--- src/rtl/alu_serial_seq.sv ---
`default_nettype none
// +-----------------------------------------------------------------------------+
// | alu_serial_seq: bit-serial add/sub/c1/c2 sequencer built on one adder cell   |
// | Rev 1.0                                                                     |
// +-----------------------------------------------------------------------------+
module alu_serial_seq #(
    parameter int WIDTH = 5,
    parameter int CNTW  = 3
) (
    input  logic             clk,
    input  logic             reset,
    input  logic             start_i,
    input  logic [1:0]       op_i,
    input  logic [WIDTH-1:0] a_i,
    input  logic [WIDTH-1:0] b_i,
    output logic             busy_o,
    output logic             done_o,
    output logic [WIDTH-1:0] result_o,
    output logic             carry_o,
    output logic             ovf_o
);

    localparam logic [1:0]      OP_ADD   = 2'b00;
    localparam logic [1:0]      OP_SUB   = 2'b01;
    localparam logic [1:0]      OP_C1    = 2'b10;
    localparam logic [1:0]      OP_C2    = 2'b11;
    localparam logic [CNTW-1:0] LAST_CNT = CNTW'(WIDTH - 1);

    typedef enum logic [1:0] {
        ST_IDLE = 2'd0,
        ST_RUN  = 2'd1,
        ST_DONE = 2'd2
    } state_t;

    state_t           state_q, state_d;
    logic [CNTW-1:0]  cnt_q, cnt_d;
    logic [WIDTH-1:0] a_sh_q, a_sh_d;
    logic [WIDTH-1:0] b_sh_q, b_sh_d;
    logic [WIDTH-1:0] res_sh_q, res_sh_d;
    logic [1:0]       op_q, op_d;
    logic             cy_q, cy_d;
    logic [WIDTH-1:0] result_q, result_d;
    logic             carry_q, carry_d;
    logic             ovf_q, ovf_d;

    logic             w_sum;
    logic             w_cout;
    logic             w_ovf;

    // Single shared cell; cy_q is carry for add/c2 and borrow for sub.
    always_comb begin
        w_sum  = 1'b0;
        w_cout = 1'b0;
        w_ovf  = 1'b0;
        unique case (op_q)
            OP_ADD: begin
                w_sum  = a_sh_q[0] ^ b_sh_q[0] ^ cy_q;
                w_cout = (a_sh_q[0] & b_sh_q[0]) | (cy_q & (a_sh_q[0] ^ b_sh_q[0]));
                w_ovf  = cy_q ^ w_cout;
            end
            OP_SUB: begin
                w_sum  = a_sh_q[0] ^ b_sh_q[0] ^ cy_q;
                w_cout = (~a_sh_q[0] & b_sh_q[0]) | (cy_q & ~(a_sh_q[0] ^ b_sh_q[0]));
                // On the last bit the shift registers hold the original MSBs.
                w_ovf  = (a_sh_q[0] != b_sh_q[0]) && (w_sum != a_sh_q[0]);
            end
            OP_C1: begin
                w_sum  = ~a_sh_q[0] ^ cy_q;
                w_cout = ~a_sh_q[0] & cy_q;
                w_ovf  = 1'b0;
            end
            OP_C2: begin
                w_sum  = ~a_sh_q[0] ^ cy_q;
                w_cout = ~a_sh_q[0] & cy_q;
                w_ovf  = cy_q ^ w_cout;
            end
            default: begin
                w_sum  = 1'b0;
                w_cout = 1'b0;
                w_ovf  = 1'b0;
            end
        endcase
    end

    always_comb begin
        state_d  = state_q;
        cnt_d    = cnt_q;
        a_sh_d   = a_sh_q;
        b_sh_d   = b_sh_q;
        res_sh_d = res_sh_q;
        op_d     = op_q;
        cy_d     = cy_q;
        result_d = result_q;
        carry_d  = carry_q;
        ovf_d    = ovf_q;
        unique case (state_q)
            ST_IDLE: begin
                if (start_i) begin
                    a_sh_d  = a_i;
                    b_sh_d  = b_i;
                    op_d    = op_i;
                    cnt_d   = '0;
                    cy_d    = (op_i == OP_C2);
                    state_d = ST_RUN;
                end
            end
            ST_RUN: begin
                a_sh_d   = {1'b0, a_sh_q[WIDTH-1:1]};
                b_sh_d   = {1'b0, b_sh_q[WIDTH-1:1]};
                res_sh_d = {w_sum, res_sh_q[WIDTH-1:1]};
                cy_d     = w_cout;
                cnt_d    = cnt_q + CNTW'(1);
                if (cnt_q == LAST_CNT) begin
                    result_d = {w_sum, res_sh_q[WIDTH-1:1]};
                    carry_d  = w_cout;
                    ovf_d    = w_ovf;
                    state_d  = ST_DONE;
                end
            end
            ST_DONE: begin
                state_d = ST_IDLE;
            end
            default: begin
                state_d = ST_IDLE;
            end
        endcase
    end

    always_ff @(posedge clk) begin
        if (reset) begin
            state_q  <= ST_IDLE;
            cnt_q    <= '0;
            a_sh_q   <= '0;
            b_sh_q   <= '0;
            res_sh_q <= '0;
            op_q     <= OP_ADD;
            cy_q     <= 1'b0;
            result_q <= '0;
            carry_q  <= 1'b0;
            ovf_q    <= 1'b0;
        end else begin
            state_q  <= state_d;
            cnt_q    <= cnt_d;
            a_sh_q   <= a_sh_d;
            b_sh_q   <= b_sh_d;
            res_sh_q <= res_sh_d;
            op_q     <= op_d;
            cy_q     <= cy_d;
            result_q <= result_d;
            carry_q  <= carry_d;
            ovf_q    <= ovf_d;
        end
    end

    assign busy_o   = (state_q != ST_IDLE);
    assign done_o   = (state_q == ST_DONE);
    assign result_o = result_q;
    assign carry_o  = carry_q;
    assign ovf_o    = ovf_q;

endmodule
`default_nettype wire

--- config.mk ---
export PLATFORM = sky130hd
export DESIGN_NAME = alu_serial_seq
export DESIGN_NICKNAME = d
export VERILOG_FILES = /design/src/rtl/alu_serial_seq.sv
export SDC_FILE = /design/constraint.sdc
export NUM_CORES = 1
export LEC_CHECK = 0
export CORE_MARGIN = 2
export CORE_UTILIZATION = 50
export DETAILED_ROUTE_END_ITERATION = 6
export GPL_TIMING_DRIVEN = 0
export PLACE_DENSITY = 0.76
export SYNTH_ARGS = -nofsm -noshare
export SYNTH_HDL_FRONTEND = slang
export SYNTH_SLANG_ARGS = --single-unit
--- constraint.sdc ---
create_clock -name clk -period 2.9 [get_ports clk]
set_input_delay 0.435 -clock clk [delete_from_list [all_inputs] [get_ports clk]]
set_output_delay 0.435 -clock clk [all_outputs]
set_load 0.05 [all_outputs]
==> run metrics, run 1 <==
outcome=finished clean; Max-Cap Viols=0; Crit Path Max Fanout=10; asr flop ratio synth=0%; Synth area leaders=dfxtp_1, a311oi_2, nand2_1, ha_1, nor2_1; clock skew=13.0 ps; worst setup path end=done_o; Synth Cell Area=0.00147 mm²; power share of the clock group=30.4%; Worst EP arrival=1790 ps; Max clock buf depth=2; # setup viols final=0; Slew Limit Fails=0; largest net degree at the start of global routing=11; type of the worst min-delay path=reg -> reg; register clock-pin slew on the reported worst setup and hold paths=80 ps; DRT antenna net count=0; Top Usage Layer GRT=met2; initial DRC count=40; PortBufs=22; Design Power=0.825 mW; CTS tree=built; met3 Use GR=4.69%; Post-DP HPWL=2230 µm; vias in the first global route=1221; DRT Pass-1 Iters=4; switching part of the total=27.4%; Fin. Hold Viols=0; worst-margin pin slew=518 ps; PostCTS Resize Cnt=0; Hold Buf Count CTS=0; Core Area=0.00278 mm²; Worst Setup Start Kind=register; antenna cells=0; site row count=19; first-pass GRT wire length=5150 µm; Reg power frac=52.4%; vias=1200; EDFF count, synth=0; fin cells=220; nets=214; CTS H-tree lvls=2; gr usage total=19.9%; worst vdd ir=0.000350 V; post-DR wirelength/cell=14.0 µm; Post-Route WL=3080 µm; Mapped Avg Cell Area=9.16 µm²; CP Capture Type=primary output; area grow syn2layout=21.4%; largest area contributor in the synthesized netlist=dfxtp_1; Clock Tree Root=clkbuf_4; post-synthesis sequential area ratio=39.6%; Synth top cells by count=nand2_1, dfxtp_1, nor2_1, a21oi_1; die height=58.1 µm; reg-to-reg slack, setup=1200 ps; cts bufs inserted=5; I/O pin total=24; post-CTS setup buffers=0; FMAX=449 MHz; combinational share of power=17.2%; worst reg2reg startpoint=b_sh_q[0]; Setup CP Type=reg -> out; R2R cell count=5; PwrDens=464 mW/mm²; pre-CTS WS=1020 ps; most frequent cell after synthesis=nand2_1; Hold Slack=456 ps; FF+latch count, synth=29; Total Die Area=0.00338 mm²; Placed Instances=213; met1 GRT Util=23.6%; TNS Setup=0 ps; Worst EP required=2470 ps; Syn Nets=185; GRT Residual Overflow=0; LEAKAGE=0.691 nW; Post-synth top flop=dfxtp_1; CP startpoint=state_q[1]; fraction of layout cells with a size suffix above 1=13.8%; die extent in x=58.1 µm; Sw Pwr=0.226 mW; drt drc=0; drt via density=5.45; routability congestion estimate from global placement=0.785; Starting Density=52.7%; worst setup margin=674 ps; fin crit share=76.7%; Critical R2R Capture=ovf_o; RSZ-0062 raised after global routing=no; Yosys Warn Count=0; Synth cell types=31; post-synth top area share=39.6%; Clock Sink Count=29; Worst-Skew Late Latency=330 ps; internal power=0.599 mW; antenna violations before repair=0; Post-Synthesis Cells=160; Final min period=2230 ps; GR Layer Usage met2=33.8%; Slew HR=65.4%
## kinds of logic after synthesis
logic type | share of synthesized area (%)
xor gates and xnor gates | 0.598
buffers and inverters | 6.58
AOI/OAI and AO/OA | 19.2
and+or+nand+nor | 20.3
muxes | 4.10
adders and majority gates | 9.56
DFF | 39.6
## layout make-up
class	count	area, µm²
fillers	259	1000
multi-input cells	114	788
flip-flops and latches	29	581
repair buffers	22	220
plain buffers	10	70.1
clock buffers	7	55.1
well taps	31	38.8
inverters	7	26.3
## metal layers
| layer | part of all wire [%] | routed length, µm |
|---|---|---|
| met4 | 1.8 | 56 |
| met3 | 5.8 | 178 |
| met1 | 45 | 1390 |
| met5 | 0 | 0 |
| met2 | 47 | 1460 |
## registers in the layout (all words and copies together) (netlist names)
name	flops
carry_o	1
ovf_o	1
cnt_q	3
cy_q	1
a_sh_q	5
result_o	5
op_q	2
state_q	2
b_sh_q	5
res_sh_q	4
## worst max-delay path, stage by stage (launching register included)
cell and delay, ps:
dfxtp_1 480, nor2b_1 190, clkdlybuf4s50_1 810
## how the worst min path moves through the flow
| stage | endpoint | depth (start not counted) | startpoint |
|---|---|---|---|
| 2_1_floorplan | result_o[0] | 2 | res_sh_q[1] |
| 3_3_place_gp | result_o[3] | 2 | result_o[3] |
| 3_5_place_dp | result_o[0] | 2 | result_o[0] |
| 4_1_cts | result_o[0] | 2 | result_o[0] |
| 5_1_grt | b_sh_q[2] | 2 | reset |
| 6_report | result_o[0] | 2 | result_o[0] |
## through the flow
step           instance area [µm²]  utilization [%]
2_1_floorplan                 1470                -
3_3_place_gp                  1720             62.0
3_5_place_dp                  1720             62.0
4_1_cts                       1780             64.0
5_1_grt                       1780             64.0
6_report                      1780             64.0
## power groups by stage
stage | sequential, mW | combinational, mW | clock [mW]
after floorplan | 0.438 | 0.100 | 0
after global placement | 0.441 | 0.137 | 0
after detailed placement | 0.442 | 0.143 | 0
after CTS | 0.432 | 0.144 | 0.253
after global routing | 0.435 | 0.159 | 0.270
final | 0.432 | 0.142 | 0.250
## placed cells by master (no fill, tap or decap), types with 2 or more instances in the layout
master,instances
nand2_1,32
dfxtp_1,29
clkdlybuf4s50_1,22
nor2_1,18
a21oi_1,10
a311oi_2,8
ha_1,8
inv_1,7
mux2i_1,6
nor2b_1,5
clkbuf_4,5
buf_2,4
buf_4,3
clkbuf_1,3
a22oi_1,3
nand2b_1,2
nor2_2,2
a311oi_1,2
nand4b_1,2
a211oi_1,2
o311ai_0,2
fa_1,2
(Power assumes the default switching activity.)
==> run 2: changes to the inputs <==
- CORE_UTILIZATION: 50 -> 47
- PLACE_DENSITY: 0.76 -> 0.74
- clock period: 2.9 -> 1.9 ns (I/O delays scaled with it)
==> run 2 against run 1 <==
Sequential cell count stayed put. Clock skew down 8.7 ps. Routed wire length down 3.0%. Cell area is 0.42% lower. Count of clock-buffer cells in the layout decreased by 1. Non-clock buffer count unchanged. Worst hold slack got worse by 170 ps. Final cell count increased by 1.4%. Die area increased by 6.0%. Utilization decreased by 5.0 points. First-iteration DRC count rose by 2.5%. Clock power grew 42%. Largest power group unchanged.
==> run metrics, run 2 (synthesis gave the netlist of run 1 again) <==
Starting Density=48.8% (was 52.7%); CTS H-tree lvls=2 (unchanged); Post-Route WL=2990 µm (was 3080 µm); drt via density=5.43 (was 5.45); register clock-pin slew on the reported worst setup and hold paths=90 ps (was 80 ps); largest net degree at the start of global routing=11 (unchanged); Slew HR=63.2% (was 65.4%); first-pass GRT wire length=5060 µm (was 5150 µm); number of fill cells=264 (was 259); Worst path slowest cell=clkdlybuf4s50_1 (unchanged); Setup CP Type=reg -> out (unchanged); Buf/Inv on CP=1 (unchanged); outcome=finished clean (unchanged); LEAKAGE=0.695 nW (was 0.691 nW); TNS Setup=0 ps (unchanged); nets=214 (unchanged); antenna violations before repair=0 (unchanged); post-DR wirelength/cell=13.4 µm (was 14.0 µm); CP Capture Type=primary output (unchanged); site row count=20 (was 19); type of the worst min-delay path=in -> reg (was reg -> reg); PortBufs=22 (unchanged); fin crit share=95.2%; GRT Residual Overflow=0 (unchanged); gr usage total=19.4% (was 19.9%); Worst EP required=1620 ps (was 2470 ps); CP peak stage delay=810 ps (about the same); die height=59.8 µm (was 58.1 µm); Fin. Hold Viols=0 (unchanged); antenna cells=0 (unchanged); Crit path max-delay family=buffers and inverters (unchanged); Worst-Skew Late Latency=330 ps (about the same); vias in the first global route=1099 (was 1221); commonest non-fill, non-tap cell in the layout=nand2_1 (unchanged); Worst Setup Start Kind=register (unchanged); initial DRC count=41 (was 40); fin cells=223 (was 220); Post-DP HPWL=2220 µm (was 2230 µm); DRT antenna net count=0 (unchanged); CTS tree=built (unchanged); most frequent cells in the layout=nand2_1, dfxtp_1, clkdlybuf4s50_1, nor2_1, a21oi_1 (unchanged); Hold Buf Count CTS=0 (unchanged); vias=1210 (was 1200); PwrDens=694 mW/mm² (was 464 mW/mm²); clock skew=4.29 ps (was 13.0 ps); cts bufs inserted=5 (unchanged); Clock Sink Count=29 (unchanged); Crit Path Max Fanout=2 (was 10); drt drc=0 (unchanged); RSZ-0062 raised after global routing=no (unchanged); Max clock buf depth=2 (unchanged); fraction of layout cells with a size suffix above 1=14.7% (was 13.8%); Core Area=0.00300 mm² (was 0.00278 mm²); Slew Limit Fails=0 (unchanged); Final min period=1810 ps; die extent in x=59.8 µm (was 58.1 µm); worst vdd ir=0.000411 V (was 0.000350 V); Clock Tree Root=clkbuf_4 (unchanged); worst-margin pin slew=551 ps (was 518 ps); # setup viols final=0 (unchanged); FMAX=553 MHz; DRT Pass-1 Iters=4 (unchanged); Max-Cap Viols=0 (unchanged); routability congestion estimate from global placement=0.828 (was 0.785); Worst EP arrival=1520 ps (was 1790 ps); I/O pin total=24 (unchanged); Placed Instances=215 (was 213); crit path cell chain=clkdlybuf4s50_1 (was nor2b_1, clkdlybuf4s50_1); area grow syn2layout=20.9% (was 21.4%); Total Die Area=0.00358 mm² (was 0.00338 mm²)
## run 2: through the flow
stage          area (µm²)  hold WS, ps  setup WS (ps)  total power [mW]  utilization [%]
4_1_cts              1780          283           43.8              1.24             59.1
3_3_place_gp         1730          444            194             0.880             57.5
2_1_floorplan        1470          432            374             0.822                -
5_1_grt              1770          293           13.9              1.29             59.0
3_5_place_dp         1730          449            140             0.889             57.5
6_report             1770          289           92.1              1.23             59.0
## run 2: layer usage
| layer | track usage (%) | vias up | share of wire, % |
|---|---|---|---|
| met1 | 23.4 | 569 | 41 |
| met4 | 8.57 | 0 | 2.3 |
| met3 | 7.14 | 8 | 6.5 |
| met2 | 30.7 | 32 | 50 |
| met5 | 0 | - | 0 |
| li1 | - | 601 | - |
## run 2: cell type report
class	count	area, µm²	area share, %
Buffer	10	70.1	3.95
Clock buffer	6	41.3	2.33
Clock inverter	2	10.0	0.565
Inverter	7	26.3	1.48
Multi-Input combinational cell	114	788	44.5
Sequential cell	29	581	32.8
Tap cell	33	41.3	2.33
Timing Repair Buffer	22	214	12.1
## run 2: final timing paths
path	start	endpoint	slack (ps)	depth (start not counted)
worst min register to register	result_o[0]	result_o[0]	460	2
worst max register to register	cy_q	ovf_o	220	5
worst min-delay path	reset	a_sh_q[1]	290	2
worst max-delay path	carry_o	carry_o	90	1
## run 2: power by group
| group | leakage [nW] | total [mW] | internal, mW | switching [mW] |
|---|---|---|---|---|
| clock | 0.0320 | 0.355 | 0.140 | 0.214 |
| sequential | 0.237 | 0.660 | 0.636 | 0.0237 |
| combinational | 0.426 | 0.214 | 0.102 | 0.112 |
| total | 0.695 | 1.23 | 0.879 | 0.350 |
## run 2: what timing repair did
| item | in CTS | in global routing |
|---|---|---|
| endpoints found under the setup margin | 2 | 1 |
| buffers inserted | 0 | 0 |
| gates cloned | 0 | 0 |
| resized for setup | 2 | 2 |
